==> src/rtl/subtract_pkg.sv <==
// Shared types and constants for the multiword subtract sequencer.
package subtract_pkg;

  localparam int NIBBLE_W = 4;

  typedef enum logic [1:0] {
    IDLE,
    RUN,
    DONE
  } state_t;

endpackage

==> src/rtl/subtract_slice4.sv <==
// 4-bit subtract slice with borrow in/out.
module subtract_slice4 (
  input  logic [3:0] a,
  input  logic [3:0] b,
  input  logic       bin,
  output logic [3:0] d,
  output logic       bo
);

  logic [4:0] res;

  // Bit 4 of the 5-bit difference is set exactly when a - b - bin is negative.
  always_comb begin
    res = {1'b0, a} - {1'b0, b} - {4'b0000, bin};
    d   = res[3:0];
    bo  = res[4];
  end

endmodule

==> src/rtl/multiword_subtract_sequencer.sv <==
// WIDTH-bit subtract A - B using one 4-bit slice, least-significant nibble first.
module multiword_subtract_sequencer
  import subtract_pkg::*;
#(
  parameter int WIDTH = 16
) (
  input  logic             clk,
  input  logic             rst_n,
  input  logic             in_valid,
  output logic             in_ready,
  input  logic [WIDTH-1:0] a,
  input  logic [WIDTH-1:0] b,
  output logic             out_valid,
  input  logic             out_ready,
  output logic [WIDTH-1:0] diff,
  output logic             borrow_out,
  output logic             overflow,
  output logic             zero,
  output logic             busy
);

  localparam int NIBBLES = WIDTH / NIBBLE_W;
  localparam int IDX_W   = (NIBBLES > 1) ? $clog2(NIBBLES) : 1;
  localparam logic [IDX_W-1:0] LAST_IDX = IDX_W'(NIBBLES - 1);

  state_t           state, state_nx;
  logic [WIDTH-1:0] a_q, b_q, diff_q, diff_nx;
  logic [IDX_W-1:0] idx;
  logic             bin;
  logic             borrow_q, ovf_q, zero_q;

  logic [NIBBLE_W-1:0] slice_a, slice_b, slice_d;
  logic                slice_bo;

  // Select the operand nibbles for the current index and merge the slice result.
  always_comb begin
    slice_a = a_q[int'(idx) * NIBBLE_W +: NIBBLE_W];
    slice_b = b_q[int'(idx) * NIBBLE_W +: NIBBLE_W];
    diff_nx = diff_q;
    diff_nx[int'(idx) * NIBBLE_W +: NIBBLE_W] = slice_d;
  end

  subtract_slice4 u_slice (
    .a   (slice_a),
    .b   (slice_b),
    .bin (bin),
    .d   (slice_d),
    .bo  (slice_bo)
  );

  // State register.
  always_ff @(posedge clk or negedge rst_n) begin
    if (!rst_n) state <= IDLE;
    else        state <= state_nx;
  end

  // Next-state and handshake outputs.
  always_comb begin
    state_nx  = state;
    in_ready  = 1'b0;
    out_valid = 1'b0;
    busy      = 1'b1;
    case (state)
      IDLE: begin
        in_ready = 1'b1;
        busy     = 1'b0;
        if (in_valid) state_nx = RUN;
      end
      RUN: begin
        if (idx == LAST_IDX) state_nx = DONE;
      end
      DONE: begin
        out_valid = 1'b1;
        if (out_ready) state_nx = IDLE;
      end
      default: state_nx = IDLE;
    endcase
  end

  // Operand capture, nibble sequencing and result/flag registers.
  always_ff @(posedge clk or negedge rst_n) begin
    if (!rst_n) begin
      a_q      <= '0;
      b_q      <= '0;
      diff_q   <= '0;
      idx      <= '0;
      bin      <= 1'b0;
      borrow_q <= 1'b0;
      ovf_q    <= 1'b0;
      zero_q   <= 1'b0;
    end else begin
      case (state)
        IDLE: begin
          if (in_valid) begin
            a_q <= a;
            b_q <= b;
            bin <= 1'b0;
            idx <= '0;
          end
        end
        RUN: begin
          diff_q <= diff_nx;
          bin    <= slice_bo;
          if (idx != LAST_IDX) begin
            idx <= idx + 1'b1;
          end else begin
            // The last nibble holds the sign bit, so slice_d[3] is the final diff msb.
            borrow_q <= slice_bo;
            ovf_q    <= (a_q[WIDTH-1] ^ b_q[WIDTH-1]) & (slice_d[NIBBLE_W-1] ^ a_q[WIDTH-1]);
            zero_q   <= (diff_nx == '0);
          end
        end
        default: ;
      endcase
    end
  end

  assign diff       = diff_q;
  assign borrow_out = borrow_q;
  assign overflow   = ovf_q;
  assign zero       = zero_q;

endmodule

==> config.mk <==
export PLATFORM = sky130hd
export DESIGN_NAME = multiword_subtract_sequencer
export DESIGN_NICKNAME = d
export VERILOG_FILES = /design/src/rtl/subtract_pkg.sv /design/src/rtl/subtract_slice4.sv /design/src/rtl/multiword_subtract_sequencer.sv
export SDC_FILE = /design/constraint.sdc
export NUM_CORES = 1
export LEC_CHECK = 0
export ABC_AREA = 0
export CAP_MARGIN = 20
export CORE_MARGIN = 4
export CORE_UTILIZATION = 35
export DETAILED_ROUTE_END_ITERATION = 8
export GPL_TIMING_DRIVEN = 0
export PLACE_DENSITY = 0.56
export SLEW_MARGIN = 15
export SYNTH_ARGS = -nofsm -noshare
export SYNTH_HDL_FRONTEND = slang
export SYNTH_SLANG_ARGS = --single-unit
==> constraint.sdc <==
create_clock -name clk -period 11.1 [get_ports clk]
set_clock_uncertainty 0.15 [all_clocks]
set_input_delay 2.775 -clock clk [delete_from_list [all_inputs] [get_ports clk]]
set_output_delay 2.775 -clock clk [all_outputs]
set_load 0.03 [all_outputs]
# == Yosys cells after proc, flatten, opt, wreduce, memory -nomap -nowiden ==
# Index checks and enable logic that the tools add are counted.
# classes
n_eq_ne,8
mux,13
add_sub_neg,4
shift,4
n_bitwise,4
n_reduce_logical,8
# ops
operator,count
4-bit negator with 33-bit output,1
4-bit by 33-bit variable shift with 16-bit output (first input constant),1
4-bit by 33-bit variable part select with 16-bit output,1
16-bit by 5-bit variable part select with 4-bit output,2
16-bit bitwise mux,1
16-bit logical NOT,1
2-bit two-way mux,5
2-bit != test (second input constant),5
2-bit case mux with 3 select lines,1
2-bit AND reduction,3
3-bit AND reduction,2
4-bit by 4-bit subtractor with 5-bit output,1
5-bit by 1-bit subtractor with 5-bit output,1
2-bit equality test (second input constant),2
1-bit two-way mux,4
2-bit case mux with 2 select lines,1
2-bit by 1-bit adder with 2-bit output (second input constant),1
2-bit by 1-bit equality test with 1-bit output (second input constant),1
2-bit logical NOT,1
1-bit case mux with 2 select lines,1
2-bit nonzero test,1
1-bit XOR,2
1-bit AND,1
1-bit NOT,1
# totals
inputBits,36
elab_cells,50
out_inout_bits,22
reg_bits,56

# == Longest topological paths before layout ==
# Gate-level depths: netlist of run 1.
# depth
ltp_word,6
depth_mapped,11
ltp_nobuf,9

# == Hierarchy ==
# From an unflattened synthesis of run 1, not the netlist that was laid out.
# hier_totals
hier_cells,245
hier_area_um2,2919.0
# by_module_without_submodules
module,cells_per_inst,seq_area_each_um2,n_inst,area_each_um2
multiword_subtract_sequencer,221,1401.3,1,2711.4
subtract_slice4,24,0.0,1,207.7

# == Worst setup path after synthesis of run 1 ==
# OpenSTA, ideal clock, no wires.
# synth_path
path_kind,in2reg
from,input in_valid
to,register a_q[0]
setup_ns,0.125
path_slack_ns,7.015
n_path_buf,2
t_arrival_ns,3.810
path_stages,4
required_ns,10.825
cell_sequence,and2_1 -> clkbuf_1 -> clkbuf_1 -> mux2_2
# synth_via
elab_chain_len,1
# synth_lines
element,line_no,text
"start, declared",multiword_subtract_sequencer.sv:9,"input logic in_valid,"
2-bit AND reduction (no source line),-,
"end signal, assigned",multiword_subtract_sequencer.sv:83,a_q <= '0;
"end signal, assigned",multiword_subtract_sequencer.sv:95,a_q <= a;
"end, declared",multiword_subtract_sequencer.sv:27,"logic [WIDTH-1:0] a_q, b_q, diff_q, diff_nx;"
# Every way passes these cells.
# A chain may end at the register's enable or synchronous reset.

# == Final worst setup path of run 1 ==
# layout_path
from,register state[1]
to,output in_ready
# layout_via
elab_chain_len,2
# layout_lines
element,line_no,text
"start, declared",multiword_subtract_sequencer.sv:26,"state_t state, state_nx;"
"start signal, assigned",multiword_subtract_sequencer.sv:54,else state <= state_nx;
2-bit logical NOT,multiword_subtract_sequencer.sv:63,case (state)
1-bit two-way mux,multiword_subtract_sequencer.sv:63,
"end, declared",multiword_subtract_sequencer.sv:10,"output logic in_ready,"
# Every way passes these cells.

==> results of run 1 <==
[final cells by class]
type                    count  area [um^2]
fillers                   698         3892
inverters                  13        48.80
clock inverters             2        13.76
clock buffers               6        82.58
well taps                  99        123.9
repair buffers             57        568.0
flip-flops and latches     56         1401
plain buffers               7        37.54
multi-input cells         132         1240
[registers in the layout, summed over array words and instances, names as in the netlist]
register	flops
state	2
diff	16
bin	1
idx	2
overflow	1
borrow_out	1
zero	1
a_q	16
b_q	16
[synthesized netlist by cell type (4+ instances only)]
| master | number |
|---|---|
| nand2b_1 | 5 |
| mux2_2 | 33 |
| ha_1 | 10 |
| mux4_2 | 8 |
| nand2_1 | 9 |
| a22o_1 | 15 |
| nor2_1 | 7 |
| o21ai_0 | 9 |
| inv_1 | 13 |
| dfrtp_1 | 56 |
| nand3_1 | 4 |
[final timing paths]
| kind | end | slack (ns) | cells past startpoint |
|---|---|---|---|
| max | in_ready | 6.56 | 2 |
| min | overflow | 0.35 | 1 |
| max reg2reg | zero | 7.15 | 10 |
| min reg2reg | overflow | 0.35 | 1 |
| max in group asynchronous | overflow | 7.97 | 1 |
| min in group asynchronous | diff[2] | 2.35 | 1 |
[layer usage]
metal | wire [um] | GRT usage (%) | share of wire [%] | vias to the layer above
met5 | 0 | 0 | 0 | -
met4 | 90 | 4.621 | 1.6 | 0
met3 | 313 | 2.815 | 5.5 | 10
met2 | 2794 | 22.60 | 49 | 63
met1 | 2476 | 16.63 | 44 | 951
li1 | - | - | - | 885
[through the flow]
stage / utilization [%] / cell area [um^2]
6_report: 47.46 / 3516
5_1_grt: 47.46 / 3516
4_1_cts: 47.46 / 3516
3_5_place_dp: 46.16 / 3420
3_3_place_gp: 46.19 / 3422
2_1_floorplan: - / 2728
[cells by family (layout without fill, tap and decap cells)]
| family | count (synthesis) | count (layout) | synth area share (%) |
|---|---|---|---|
| AOI/OAI and AO/OA | 34 | 34 | 9.266 |
| xor gates and xnor gates | 3 | 3 | 1.239 |
| adders and majority gates | 12 | 12 | 6.055 |
| buffers and inverters | 20 | 85 | 3.165 |
| DFF | 56 | 56 | 51.38 |
| muxes | 42 | 42 | 20.60 |
| and+or+nand+nor | 41 | 41 | 8.303 |
[critical path, stage by stage, from the launching register on]
cell	delay [ns]
dfrtp_1	0.41
nor2_1	0.19
clkdlybuf4s50_1	0.71
==> impl_metrics.env, run 1 <==
export IMPL_outcome="finished, final reports clean"
export IMPL_start_util_pct=36.82
export IMPL_fin_ws_ns=6.562
export IMPL_whs_ns=0.3487
export IMPL_synth_top_cell_by_area="dfrtp_1"
export IMPL_max_cap_violations=0
export IMPL_die_h_um=96.28
export IMPL_fmax_mhz=220.3
export IMPL_ctsHoldBuffers=0
export IMPL_min_period_over_period_pct=40.89
export IMPL_insertion_delay_ns=0.31
export IMPL_finalCriticalPeriod_ns=4.538
export IMPL_startpoint_type="flip-flop"
export IMPL_via_count=1909
export IMPL_clk_pin_slew_ns=0.10
export IMPL_place_ws_ns=6.190
export IMPL_slew_limit_headroom_pct=52.87
export IMPL_synth_nets=256
export IMPL_netlist_area_um2=2728
export IMPL_dp_hpwl_mm=4.296
export IMPL_die_area_um2=9270
export IMPL_dieWidth_um=96.28
export IMPL_cts_max_path_buffers=2
export IMPL_coreArea_um2=7408
export IMPL_final_cell_mix="dfrtp_1 (56), clkdlybuf4s50_1 (56), mux2_2 (33)"
export IMPL_area_growth_pct=28.90
export IMPL_drt_iter0_drc=67
export IMPL_grt_usage_pct=13.29
export IMPL_yosys_warnings=0
export IMPL_setup_viol=0
export IMPL_ctsHtreeMaxLevel=2
export IMPL_gr_total_overflow=0
export IMPL_rows=31
export IMPL_fin_nets=320
export IMPL_viasPerCell=5.132
export IMPL_grt_pass1_wl_mm=9.349
export IMPL_n_antenna_cell=0
export IMPL_synth_distinct_cells=37
export IMPL_drv_slew=0
export IMPL_drc_errors=0
export IMPL_final_hold_violation_count=0
export IMPL_gp_congestion=0.7632
export IMPL_ys_seq_area_share_pct=51.38
export IMPL_first_global_vias=1932
export IMPL_cts_root_buf="clkbuf_8"
export IMPL_tritoncts="done"
export IMPL_synth_area_top_cells="dfrtp_1 (51%), mux2_2 (14%), mux4_2 (6.6%)"
export IMPL_setup_tns_ns=0
export IMPL_reg2reg_from="idx[0]"
export IMPL_required_ns=8.18
export IMPL_ys_seq_elements=56
export IMPL_ioPinCount=58
export IMPL_wirelength_mm=5.674
export IMPL_wl_per_cell_um=15.25
export IMPL_critPathCaptureType="primary output"
export IMPL_startpoint="state[1]"
export IMPL_critPathArrivalTime_ns=1.61
export IMPL_post_cts_buffers=0
export IMPL_dp_cells=364
export IMPL_hp_class="reg2reg"
export IMPL_synth_async_sr_flop_share_pct=100.0
export IMPL_postSynthCellCount=208
export IMPL_cts_resized=0
export IMPL_rsz0062_at_grt="no"
export IMPL_worstHoldStart="overflow"
export IMPL_synth_edff_count=0
export IMPL_layout_drive_gt1_share_pct=20.88
export IMPL_portBuffers=57
export IMPL_tightest_slew_ns=0.7070
export IMPL_instances_no_fill=372
export IMPL_synth_avg_cell_area_um2=13.11
export IMPL_antenna_found_initial=0
export IMPL_cts_buffers=5
export IMPL_synth_top_area_share_pct=51.38
export IMPL_grt_max_degree=57
export IMPL_synthFlopType="dfrtp_1"
export IMPL_cts_sinks=56
export IMPL_path_class="reg2out"
export IMPL_drt_pass1_iterations=5
export IMPL_critical_path_max_fanout=4
export IMPL_detail_route_antenna_nets=0
Power of run 1 is not shown: default switching activity piles up to over one toggle a cycle in this logic, so the estimate is an artifact.
==> inputs of run 2 (changes only) <==
--- a/config.mk
+++ b/config.mk
@@ -11,7 +11,7 @@
 export CORE_UTILIZATION = 35
 export DETAILED_ROUTE_END_ITERATION = 8
 export GPL_TIMING_DRIVEN = 0
-export PLACE_DENSITY = 0.56
+export PLACE_DENSITY = 0.58
 export SLEW_MARGIN = 15
 export SYNTH_ARGS = -nofsm -noshare
 export SYNTH_HDL_FRONTEND = slang
==> constraint.sdc (replaced) <==
create_clock -name clk -period 4.15 [get_ports clk]
set_clock_uncertainty 0.15 [all_clocks]
set_input_delay 1.0375 -clock clk [delete_from_list [all_inputs] [get_ports clk]]
set_output_delay 1.0375 -clock clk [all_outputs]
set_load 0.03 [all_outputs]
==> impl_metrics.env, run 2 (synthesis results as in run 1) <==
export IMPL_antenna_found_initial=0
export IMPL_setup_tns_ns=0
export IMPL_cts_max_path_buffers=2
export IMPL_clk_pin_slew_ns=0.10
export IMPL_cts_root_buf="clkbuf_8"
export IMPL_fin_nets=319
export IMPL_rsz0062_at_grt="no"
export IMPL_die_area_um2=9270
export IMPL_max_cap_violations=0
export IMPL_final_hold_violation_count=0
export IMPL_rows=31
export IMPL_power_density_nw_per_um2=964.2
export IMPL_share_comb_of_total_power_pct=61.3
export IMPL_ioPinCount=58
export IMPL_place_ws_ns=0.2101
export IMPL_grt_usage_pct=13.93
export IMPL_drt_pass1_iterations=4
export IMPL_portBuffers=57
export IMPL_viasPerCell=5.116
export IMPL_ctsHoldBuffers=0
export IMPL_fmax_mhz=270.3
export IMPL_power_leakage_nw=1.487
export IMPL_ff2ff_path_depth=9
export IMPL_setup_viol=0
export IMPL_n_antenna_cell=0
export IMPL_cts_resized=0
export IMPL_n_fill_cell=683
export IMPL_slew_limit_headroom_pct=53.02
export IMPL_drc_errors=0
export IMPL_final_cell_mix="dfrtp_1 (56), clkdlybuf4s50_1 (56), mux2_2 (33)"
export IMPL_detail_route_antenna_nets=0
export IMPL_ir_drop_uv=530.3
export IMPL_fin_util_pct=47.59
export IMPL_path_class="reg2reg"
export IMPL_p_clk_share_pct=10.6
export IMPL_power_switching_mw=1.475
export IMPL_outcome="finished, final reports clean"
export IMPL_coreArea_um2=7408
export IMPL_timing_rr_end="zero"
export IMPL_post_cts_buffers=0
export IMPL_die_h_um=96.28
export IMPL_tightest_slew_ns=0.7047
export IMPL_layout_drive_gt1_share_pct=20.22
export IMPL_startpoint="idx[0]"
export IMPL_fin_ws_ns=0.4510
export IMPL_grt_pass1_wl_mm=9.873
export IMPL_critPathArrivalTime_ns=3.80
export IMPL_drv_slew=0
export IMPL_startpoint_type="flip-flop"
export IMPL_via_count=1898
export IMPL_p_int_mw=1.924
export IMPL_critPathCaptureType="flip-flop"
export IMPL_ctsHtreeMaxLevel=2
export IMPL_gp_congestion=0.7803
export IMPL_pwr_share_seq_pct=28.1
export IMPL_netSwitchingFraction_pct=43.40
export IMPL_area_growth_pct=29.27
export IMPL_reg2reg_from="idx[0]"
export IMPL_min_period_over_period_pct=89.13
export IMPL_dieWidth_um=96.28
export IMPL_cts_buffers=5
export IMPL_required_ns=4.26
export IMPL_tritoncts="done"
export IMPL_start_util_pct=36.82
export IMPL_critical_path_max_fanout=15
export IMPL_insertion_delay_ns=0.31
export IMPL_gr_total_overflow=0
export IMPL_r2r_setup_slack_ns=0.45
export IMPL_grt_max_degree=57
export IMPL_crit_end="zero"
export IMPL_dp_hpwl_mm=4.366
export IMPL_finalCriticalPeriod_ns=3.699
export IMPL_first_global_vias=2023
export IMPL_whs_ns=0.3516
export IMPL_hp_class="reg2reg"
export IMPL_wirelength_mm=5.734
export IMPL_wl_per_cell_um=15.46
export IMPL_p_total_mw=3.400
export IMPL_cts_sinks=56
export IMPL_drt_iter0_drc=75
## run 2: critical path, stage by stage, from the launching register on
cell and delay [ns]:
dfrtp_1 0.43, buf_6 0.23, mux4_2 0.55, fa_1 0.43, fa_1 0.44, xor2_1 0.25, o2111ai_1 0.23, or4b_1 0.45
a221oi_1 0.28, a32o_1 0.21
## run 2: cell type report
type,instances,area (um^2),share of cell area [%]
tap,99,123.9,3.513
buffer,6,32.53,0.9226
timing repair buffer,57,568.0,16.11
clock buffer,6,72.57,2.058
sequential,56,1401,39.74
inverter,13,48.80,1.384
clock inverter,2,38.79,1.100
multi-input combinational,132,1240,35.17
## run 2: per-stage QoR
stage / cells / cell area (um^2)
4_1_cts: 372 / 3531
3_5_place_dp: 364 / 3420
2_1_floorplan: 208 / 2728
3_3_place_gp: 364 / 3422
5_1_grt: 371 / 3526
6_report: 371 / 3526
## run 2: worst min-delay path by stage
stage / from / endpoint / slack (ns) / cells after the start
after floorplan: a_q[10] / a_q[10] / 0.33 / 1
after global placement: overflow / overflow / 0.34 / 1
after detailed placement: overflow / overflow / 0.33 / 1
after CTS: overflow / overflow / 0.36 / 1
after global routing: a_q[9] / a_q[9] / 0.38 / 1
final: overflow / overflow / 0.35 / 1
## run 2: power by group through the flow
stage,Combinational (mW),Clock (mW),Sequential [mW]
final,2.09,0.360,0.954
after global routing,2.31,0.400,0.993
after CTS,2.13,0.377,0.959
after detailed placement,2.12,0,0.972
after global placement,2.11,0,0.965
after floorplan,1.41,0,1.05
## run 2: layer usage
layer  global-route usage [%]  vias up  wire length, um
met5                        0        -                0
met1                    17.48      949             2477
met4                    4.502        0               87
li1                         -      888                -
met3                    3.284       10              323
met2                    23.58       51             2846
(Power assumes the default switching activity.)
==> inputs of run 3 (changes only) <==
--- a/config.mk
+++ b/config.mk
@@ -8,10 +8,10 @@
 export ABC_AREA = 0
 export CAP_MARGIN = 20
 export CORE_MARGIN = 4
-export CORE_UTILIZATION = 35
+export CORE_UTILIZATION = 40
 export DETAILED_ROUTE_END_ITERATION = 8
 export GPL_TIMING_DRIVEN = 0
-export PLACE_DENSITY = 0.58
+export PLACE_DENSITY = 0.65
 export SLEW_MARGIN = 15
 export SYNTH_ARGS = -nofsm -noshare
 export SYNTH_HDL_FRONTEND = slang
==> impl_metrics.env, run 3 (synthesis results as in run 1) <==
export IMPL_slew_limit_headroom_pct=53.59
export IMPL_start_util_pct=42.00
export IMPL_setup_viol=0
export IMPL_n_antenna_cell=0
export IMPL_max_cap_violations=0
export IMPL_gp_congestion=0.9033
export IMPL_grt_usage_pct=14.20
export IMPL_r2r_setup_slack_ns=0.23
export IMPL_dpl_cell_area_um2=3392
export IMPL_min_path_cells=1
export IMPL_layout_drive_gt1_share_pct=20.51
export IMPL_ff2ff_path_depth=10
export IMPL_critPathCaptureType="flip-flop"
export IMPL_fmax_mhz=255.2
export IMPL_area_growth_pct=27.80
export IMPL_power_density_nw_per_um2=955.1
export IMPL_cts_sinks=56
export IMPL_dieWidth_um=90.58
export IMPL_ioPinCount=58
export IMPL_cts_buffers=5
export IMPL_insertion_delay_ns=0.30
export IMPL_worstHoldStart="zero"
export IMPL_gr_total_overflow=0
export IMPL_required_ns=4.24
export IMPL_fin_util_pct=53.67
export IMPL_startpoint_type="flip-flop"
export IMPL_critPathArrivalTime_ns=4.01
export IMPL_timing_rr_end="zero"
export IMPL_whs_ns=0.3504
export IMPL_cts_root_buf="clkbuf_8"
export IMPL_setup_tns_ns=0
export IMPL_reg2reg_from="idx[0]"
export IMPL_whs_endpoint="zero"
export IMPL_coreArea_um2=6495
export IMPL_grt_max_degree=57
export IMPL_cts_resized=0
export IMPL_wl_per_cell_um=15.59
export IMPL_final_cell_mix="dfrtp_1 (56), clkdlybuf4s50_1 (56), mux2_2 (33)"
export IMPL_ir_drop_uv=647.9
export IMPL_critical_path_max_fanout=10
export IMPL_drt_iter0_drc=56
export IMPL_multiInputGateArea_um2=1240
export IMPL_drv_slew=0
export IMPL_ctsHtreeMaxLevel=2
export IMPL_viasPerCell=5.409
export IMPL_rsz0062_at_grt="no"
export IMPL_die_h_um=90.58
export IMPL_regArea_um2=1401
export IMPL_dp_hpwl_mm=4.178
export IMPL_cts_max_path_buffers=2
export IMPL_hp_class="reg2reg"
export IMPL_clk_pin_slew_ns=0.09
export IMPL_final_hold_violation_count=0
export IMPL_design_area_um2=3486
export IMPL_via_count=1893
export IMPL_rows=29
export IMPL_n_fill_cell=562
export IMPL_wirelength_mm=5.457
export IMPL_detail_route_antenna_nets=0
export IMPL_grt_pass1_wl_mm=9.466
export IMPL_power_leakage_nw=1.480
export IMPL_die_area_um2=8204
export IMPL_outcome="finished, final reports clean"
export IMPL_min_period_over_period_pct=94.42
export IMPL_path_class="reg2reg"
export IMPL_tightest_slew_ns=0.6961
export IMPL_ctsHoldBuffers=0
export IMPL_first_global_vias=1997
export IMPL_post_cts_buffers=0
export IMPL_finalCriticalPeriod_ns=3.918
export IMPL_fin_nets=320
export IMPL_tritoncts="done"
export IMPL_drt_pass1_iterations=4
export IMPL_antenna_found_initial=0
export IMPL_portBuffers=57
export IMPL_drc_errors=0
## run 3: worst max-delay path, cell delays in order (launching register included)
cell and delay [ns]:
dfrtp_1 0.42, buf_6 0.15, buf_2 0.30, mux4_2 0.58, fa_1 0.44, fa_1 0.43, xor2_1 0.24, o2111ai_1 0.21
or4b_1 0.45, a221oi_1 0.28, a32o_1 0.20
## run 3: final cells by class
cell class	count	share of cell area [%]
plain buffers	7	1.077
clock buffers	7	2.477
clock inverters	1	0.2154
inverters	13	1.400
multi-input cells	132	35.57
flip-flops and latches	56	40.20
well taps	77	2.764
repair buffers	57	16.30
## run 3: worst max-delay path by stage
stage | start | end | slack, ns | cells past startpoint
final | idx[0] | zero | 0.23 | 10
after global routing | idx[0] | zero | 0.05 | 10
after CTS | idx[0] | zero | 0.21 | 10
after detailed placement | idx[0] | zero | 0.23 | 10
after global placement | rst_n | a_q[6] | 0.11 | 1
after floorplan | idx[0] | zero | 0.62 | 10
## run 3: routing by layer
metal / GRT usage (%) / up-vias / share of wire [%]
met3: 3.500 / 4 / 5.8
met2: 24.27 / 49 / 50
met5: 0 / - / 0
met4: 3.827 / 0 / 0.64
li1: - / 893 / -
met1: 17.92 / 947 / 44
## run 3: stage by stage
step | instances | setup WS [ns] | total power, mW
4_1_cts | 350 | 0.2129 | 3.375
3_3_place_gp | 342 | 0.1107 | 3.050
3_5_place_dp | 342 | 0.2318 | 3.066
5_1_grt | 350 | 0.05430 | 3.606
2_1_floorplan | 208 | 0.6176 | 2.460
6_report | 350 | 0.2316 | 3.329
## run 3: report_power, final
part / internal (mW) / switching [mW] / total, mW
registers: 0.799 / 0.156 / 0.955
clock network: 0.136 / 0.165 / 0.301
logic: 0.945 / 1.13 / 2.07
